[src/rtl/uart_arb_pkg.sv]
// Shared definitions for the UART transmit arbiter: FSM states, default
// parameter values and a small index helper.
package uart_arb_pkg;

    localparam int unsigned DEF_UART_DATA_WIDTH = 8;
    localparam int unsigned DEF_REQ_COUNT       = 3;
    localparam int unsigned DEF_HOLD_TIMEOUT    = 1_000_000;

    typedef enum logic [2:0] {
        IDLE,
        SEND,
        WAIT_BUSY,
        WAIT_DONE,
        HOLD
    } arb_state_e;

    // Next requester index in round-robin order, wrapping at n.
    function automatic int unsigned wrap_inc(input int unsigned idx, input int unsigned n);
        return (idx + 1 >= n) ? 0 : idx + 1;
    endfunction

endpackage

[src/rtl/uart_tx_arbiter_rr_picker.sv]
// Combinational round-robin selector: first active request at or after ptr,
// returned both one-hot and as an index.
module rr_picker #(
    parameter int unsigned C_REQ_COUNT = 3,
    parameter int unsigned C_IDX_WIDTH = 2
) (
    input  logic [C_REQ_COUNT-1:0] req,
    input  logic [C_IDX_WIDTH-1:0] ptr,
    output logic [C_REQ_COUNT-1:0] gnt,
    output logic [C_IDX_WIDTH-1:0] gnt_idx,
    output logic                   any
);

    always_comb begin
        int unsigned idx;
        idx     = 0;
        gnt     = '0;
        gnt_idx = '0;
        any     = 1'b0;
        for (int unsigned off = 0; off < C_REQ_COUNT; off++) begin
            idx = 32'(ptr) + off;
            if (idx >= C_REQ_COUNT) begin
                idx = idx - C_REQ_COUNT;
            end
            if (!any && req[idx]) begin
                any          = 1'b1;
                gnt[idx]     = 1'b1;
                gnt_idx      = C_IDX_WIDTH'(idx);
            end
        end
    end

endmodule

[src/rtl/uart_tx_arbiter.sv]
// Shares one UART transmitter between several requesters; a message (words up
// to and including the one flagged last) keeps the lock until done or idle timeout.
module uart_tx_arbiter
    import uart_arb_pkg::*;
#(
    parameter int unsigned C_UART_DATA_WIDTH = DEF_UART_DATA_WIDTH,
    parameter int unsigned C_REQ_COUNT       = DEF_REQ_COUNT,
    parameter int unsigned C_HOLD_TIMEOUT    = DEF_HOLD_TIMEOUT
) (
    input  logic                                     clk,
    input  logic                                     rst,
    input  logic [C_REQ_COUNT-1:0]                   reqValid,
    input  logic [C_REQ_COUNT-1:0]                   reqLast,
    input  logic [C_REQ_COUNT*C_UART_DATA_WIDTH-1:0] reqData,
    output logic [C_REQ_COUNT-1:0]                   reqAck,
    output logic [C_REQ_COUNT-1:0]                   reqErr,
    output logic [C_REQ_COUNT-1:0]                   grant,
    input  logic                                     txBusy,
    input  logic                                     txErr,
    output logic                                     txSend,
    output logic [C_UART_DATA_WIDTH-1:0]             txData
);

    localparam int unsigned W  = C_UART_DATA_WIDTH;
    localparam int unsigned N  = C_REQ_COUNT;
    localparam int unsigned IW = (N > 1) ? $clog2(N) : 1;

    arb_state_e     state_q, state_d;
    logic [N-1:0]   grant_q, grant_d;
    logic [N-1:0]   ack_q, ack_d;
    logic [IW-1:0]  owner_q, owner_d;
    logic [IW-1:0]  ptr_q, ptr_d;
    logic           last_q, last_d;
    logic           tx_send_q, tx_send_d;
    logic [W-1:0]   tx_data_q, tx_data_d;
    logic [31:0]    idle_cnt_q, idle_cnt_d;

    logic [N-1:0]   pick_gnt;
    logic [IW-1:0]  pick_idx;
    logic           pick_any;
    logic [W-1:0]   pick_data;
    logic [W-1:0]   owner_data;
    logic [IW-1:0]  owner_next;

    rr_picker #(
        .C_REQ_COUNT (N),
        .C_IDX_WIDTH (IW)
    ) u_picker (
        .req     (reqValid),
        .ptr     (ptr_q),
        .gnt     (pick_gnt),
        .gnt_idx (pick_idx),
        .any     (pick_any)
    );

    assign pick_data  = reqData[32'(pick_idx) * W +: W];
    assign owner_data = reqData[32'(owner_q) * W +: W];
    assign owner_next = IW'(wrap_inc(32'(owner_q), N));

    always_comb begin
        state_d    = state_q;
        grant_d    = grant_q;
        owner_d    = owner_q;
        ptr_d      = ptr_q;
        last_d     = last_q;
        tx_data_d  = tx_data_q;
        idle_cnt_d = idle_cnt_q;
        tx_send_d  = 1'b0;
        ack_d      = '0;

        case (state_q)
            IDLE: begin
                if (pick_any) begin
                    ack_d     = pick_gnt;
                    grant_d   = pick_gnt;
                    owner_d   = pick_idx;
                    tx_data_d = pick_data;
                    last_d    = reqLast[pick_idx];
                    tx_send_d = 1'b1;
                    state_d   = SEND;
                end
            end
            SEND: begin
                state_d = WAIT_BUSY;
            end
            WAIT_BUSY: begin
                if (txBusy) begin
                    state_d = WAIT_DONE;
                end
            end
            WAIT_DONE: begin
                if (!txBusy) begin
                    if (last_q) begin
                        state_d = IDLE;
                        grant_d = '0;
                        ptr_d   = owner_next;
                    end else begin
                        state_d    = HOLD;
                        idle_cnt_d = '0;
                    end
                end
            end
            HOLD: begin
                // Only the lock owner may continue; everyone else stalls.
                if (reqValid[owner_q]) begin
                    ack_d      = grant_q;
                    tx_data_d  = owner_data;
                    last_d     = reqLast[owner_q];
                    tx_send_d  = 1'b1;
                    idle_cnt_d = '0;
                    state_d    = SEND;
                end else if (idle_cnt_q + 32'd1 >= C_HOLD_TIMEOUT) begin
                    state_d    = IDLE;
                    grant_d    = '0;
                    ptr_d      = owner_next;
                    idle_cnt_d = '0;
                end else begin
                    idle_cnt_d = idle_cnt_q + 32'd1;
                end
            end
            default: begin
                state_d = IDLE;
            end
        endcase
    end

    always_ff @(posedge clk or posedge rst) begin
        if (rst) begin
            state_q    <= IDLE;
            grant_q    <= '0;
            ack_q      <= '0;
            owner_q    <= '0;
            ptr_q      <= '0;
            last_q     <= 1'b0;
            tx_send_q  <= 1'b0;
            tx_data_q  <= '0;
            idle_cnt_q <= '0;
        end else begin
            state_q    <= state_d;
            grant_q    <= grant_d;
            ack_q      <= ack_d;
            owner_q    <= owner_d;
            ptr_q      <= ptr_d;
            last_q     <= last_d;
            tx_send_q  <= tx_send_d;
            tx_data_q  <= tx_data_d;
            idle_cnt_q <= idle_cnt_d;
        end
    end

    assign txSend = tx_send_q;
    assign txData = tx_data_q;
    assign reqAck = ack_q;
    assign grant  = grant_q;
    assign reqErr = grant_q & {N{txErr}};

endmodule

[config.mk]
export PLATFORM = sky130hd
export DESIGN_NAME = uart_tx_arbiter
export DESIGN_NICKNAME = d
export VERILOG_FILES = /design/src/rtl/uart_arb_pkg.sv /design/src/rtl/uart_tx_arbiter_rr_picker.sv /design/src/rtl/uart_tx_arbiter.sv
export SDC_FILE = /design/constraint.sdc
export NUM_CORES = 1
export LEC_CHECK = 0
export ABC_CLOCK_PERIOD_IN_PS = 2520
export CAP_MARGIN = 20
export CORE_ASPECT_RATIO = 0.8
export CORE_MARGIN = 3
export CORE_UTILIZATION = 55
export DETAILED_ROUTE_END_ITERATION = 8
export DONT_BUFFER_PORTS = 1
export GPL_TIMING_DRIVEN = 0
export HOLD_SLACK_MARGIN = 0.15
export PLACE_DENSITY = 0.79
export SETUP_SLACK_MARGIN = 0.05
export SLEW_MARGIN = 20
export SYNTH_ARGS = -nofsm -noshare
export SYNTH_HDL_FRONTEND = slang
export SYNTH_SLANG_ARGS = --single-unit
[constraint.sdc]
create_clock -name clk -period 2.52 [get_ports clk]
set_input_delay 0.756 -clock clk [delete_from_list [all_inputs] [get_ports clk]]
set_output_delay 0.756 -clock clk [all_outputs]
set_load 0.05 [all_outputs]
==> key figures <==
Run status
  – Status: finished, violations left
  – Failing checks: negative setup slack

Timing
  – Final hold viol count: 0
  – Skew final: 0.0198 ns
  – Fin crit share: 113%
  – Achievable frequency: roughly 350 MHz
  – Slew margin rel.: between 50% and 60%
  – Fin Hold WS: 0.379 ns
  – Final Max Slew Viols: 0
  – Fin crit period: 2.86 ns
  – Slew @ Worst Pin: 0.663 ns
  – Final WS setup: -0.340 ns
  – Final setup vio count: 32
  – RSZ-0062 raised after global routing: true

Critical path
  – Type of origin of the critical path: flop
  – Worst Path Required: approximately 2.8 ns
  – CP endpoint kind: flop
  – Crit path kind: flop to flop
  – Largest fanout on the critical path: 6
  – Critical Path AT: approximately 3.1 ns
  – Capturing point of the worst reg2reg path: idle_cnt_q[2]$_DFFE_PP0P_
  – Cell Chain, Critical Path: ha_4 > nand3_4 > buf_6 > nor4_4 > nor2b_1 > a2bb2o_4 > a31oi_4 > a2111oi_4 > buf_4 > clkbuf_16 > nand3b_1 > nand3_1
  – Worst reg-to-reg path cell count: 12
  – RR Startpoint: idle_cnt_q[1]$_DFFE_PP0P_
  – Slowest CP cell: dfrtp_2
  – Reg2Reg Setup Slack: -0.34 ns
  – CP peak stage delay: between 0.4 and 0.5 ns

CTS
  – CTS clock-pin slew for the worst setup and hold paths: 0.13 ns
  – Max clock buf depth: 2
  – TritonCTS clock tree: built
  – Clock Latency Late Sink: between 0.3 and 0.4 ns
  – H-tree depth: 2
  – Root buf cell: clkbuf_8
  – CTS Sinks: 55
  – CTS Buf Count: 5

Finish
  – Register Area: 1390 um^2
  – Layout Nets: ~540
  – Diodes inserted: 0
  – Syn-to-layout area delta: 38.2%
  – Layout Utilization: 81.7%
  – Area of the multi-input gates: around 2600 um^2
  – Fillcell total: between 200 and 300
  – Fraction of layout cells with a size suffix above 1: a little over a third

Global routing
  – GR peak layer: met2
  – Initial antenna violation count: 0
  – All-Layer GR Usage: a little over a quarter
  – GR Util met3: 5.09%
  – Routing usage on met1: 36.6%
  – Global-route wire length before repair: 16800 um
  – Largest net degree at the start of global routing: between 50 and 60
  – Routing usage on met2: between 40% and 50%
  – Vias in the first global route: around 3.5k
  – Grt ovf: 0

Synthesis
  – Asr flop ratio synth: between 90% and 100%
  – Synth Instances: approximately 430
  – Post-synthesis register bit count: 55
  – Syn_nets: roughly 470
  – Number of synthesized flops with an enable pin: 0
  – Post-synthesis area per instance: ~8.4 um^2
  – Top FF cell, synth: dfrtp_1
  – Register area share after synthesis: between 30% and 40%
  – Cell area after synthesis: 3640 um^2
  – Number of distinct library cells after synthesis: 69
  – Ys Warns: 0

Drt
  – Post-DR vias/cell: 7.11
  – Via count: about 4.2k
  – Iter 0 DRT Violations: a little under 500
  – Final wirelength: 12800 um
  – # DRC: 0
  – Post-DRT Antenna Nets: 0
  – First-pass DRT Iterations: 6
  – WL/cell: 21.9 um

Die
  – Die Y: slightly below 80 um
  – I/O Pins: 52
  – Core ar.: 6160 um^2
  – Starting Density: 59.1%
  – Die footprint: about 7600 um^2
  – Die W: about 97 um
  – Row count: 25

Hold path
  – HP Class: primary input to async pin

Placed design
  – IO buf count: 0
  – Detailed Place HPWL: ~6000 um
  – Routability cong.: 0.920

Pwr
  – Static Leakage: approximately 2.4 nW
  – Power Dens Cells: a little under 600 nW/um^2
  – Worst IR drop on VDD: a little over 0.5 mV

Run
  – Max_cap viols: 0
[cells in the final DEF (no fill, tap or decap), drive strengths merged, types with 3 or more instances in the layout]
cell	count
ha	5
clkbuf	20
o31ai	3
or4	3
nor2	35
dfrtp	55
nor2b	7
a31oi	4
nand2	66
and4	7
nor3	7
nand3	28
a211oi	4
a21oi	11
or3	3
o221ai	8
nor4	7
inv	20
a21o	5
mux2i	13
and2	11
nor3b	3
o21ai	17
nand3b	12
and3	18
buf	75
nand4	13
a31o	4
[worst max-delay path: cells and delay by family, from the launching register on]
kind	cells	cell delay, ns
flip-flops	1	0.43
AO/OA/AOI/OAI	3	0.81
buffers and inverters	3	0.55
AND/OR/NAND/NOR	5	0.80
adder cells (fa/ha/maj)	1	0.18
[logic make-up after synthesis]
kind of cell | count (synthesis) | synth area share [%]
and+or+nand+nor | 229 | 34.0
AOI/OAI and AO/OA | 81 | 16.3
DFF | 55 | 37.8
buffers and inverters | 46 | 5.26
muxes | 15 | 4.19
adders and majority gates | 6 | 1.99
xor gates and xnor gates | 2 | 0.481
[layer usage]
layer | routed length (um) | part of all wire [%]
met1 | 4800 | 37
met2 | 6010 | 47
met3 | 1400 | 11
met4 | 617 | 4.8
met5 | 0 | 0
[stage by stage]
stage / instances / area (um^2) / power, mW / TNS (ns) / setup WS (ns)
4_1_cts: 550 / 4420 / 2.71 / -2.32 / -0.148
6_report: 585 / 5030 / 2.96 / -7.17 / -0.340
5_1_grt: 585 / 5030 / 3.06 / -10.10 / -0.439
3_3_place_gp: 515 / 3870 / 2.10 / -23.71 / -0.567
3_5_place_dp: 515 / 3870 / 2.13 / -15.46 / -0.601
2_1_floorplan: 434 / 3760 / 1.98 / -0.937 / -0.0614
[report_power, final]
part | switching, mW | internal [mW]
combinational | 0.581 | 0.360
clock | 0.345 | 0.204
sequential | 0.452 | 1.02
total | 1.38 | 1.58
[Yosys cell counts, drive strengths merged, types with 2 or more instances]
cell,count,area (um^2)
a211oi,4,30.0
a21boi,2,15.0
a21o,5,37.5
a21oi,11,55.1
a311o,2,20.0
a31o,4,35.0
a31oi,4,25.0
and2,11,68.8
and3,18,113
and4,7,61.3
buf,10,53.8
clkbuf,18,70.1
dfrtp,55,1380
ha,5,62.6
inv,18,67.6
mux2,2,22.5
mux2i,13,130
nand2,66,248
nand2b,2,12.5
nand3,28,145
nand3b,12,90.1
nand4,13,93.8
nor2,35,131
nor2b,7,43.8
nor3,7,35.0
nor3b,3,22.5
nor4,7,71.3
nor4b,2,17.5
o2111ai,2,17.5
o211ai,2,15.0
o21ai,17,85.1
o221ai,8,70.1
o22ai,2,12.5
o31ai,3,22.5
o32ai,2,17.5
or2,2,12.5
or3,3,18.8
or4,3,22.5
[what timing repair did]
item,CTS,global route
endpoints found under the setup margin,35,34
gates resized for setup,54,75
buffers inserted,28,35
hold buffers,0,0
gates cloned,0,2
pin swaps,18,35
hold endpoints to repair,0,0
[flip-flops by register name, indices dropped and copies added, names as in the netlist]
signal / cells
txSend: 1
txData: 8
idle_cnt_q: 32
reqAck: 3
ptr_q: 2
owner_q: 2
grant: 3
state_q: 3
last_q: 1
[how the worst max path moves through the flow]
stage | depth (start not counted) | startpoint | slack [ns] | endpoint
after floorplan | 10 | idle_cnt_q[0]$_DFFE_PP0P_ | -0.06 | idle_cnt_q[11]$_DFFE_PP0P_
after global routing | 12 | idle_cnt_q[1]$_DFFE_PP0P_ | -0.44 | idle_cnt_q[10]$_DFFE_PP0P_
final | 12 | idle_cnt_q[1]$_DFFE_PP0P_ | -0.34 | idle_cnt_q[2]$_DFFE_PP0P_
after detailed placement | 10 | idle_cnt_q[0]$_DFFE_PP0P_ | -0.60 | idle_cnt_q[4]$_DFFE_PP0P_
after global placement | 10 | idle_cnt_q[12]$_DFFE_PP0P_ | -0.57 | idle_cnt_q[7]$_DFFE_PP0P_
after CTS | 9 | idle_cnt_q[1]$_DFFE_PP0P_ | -0.15 | idle_cnt_q[3]$_DFFE_PP0P_
[area by class of cell]
class                           count  area share (%)
Buffer                             27            4.28
Clock buffer                        5            1.37
Clock inverter                      3           0.497
Inverter                           18            1.44
Multi-Input combinational cell    333            51.4
Sequential cell                    55            27.6
Tap cell                           81            2.01
Timing Repair Buffer               63            11.4
Note: power is estimated with default switching activity, not from simulation.
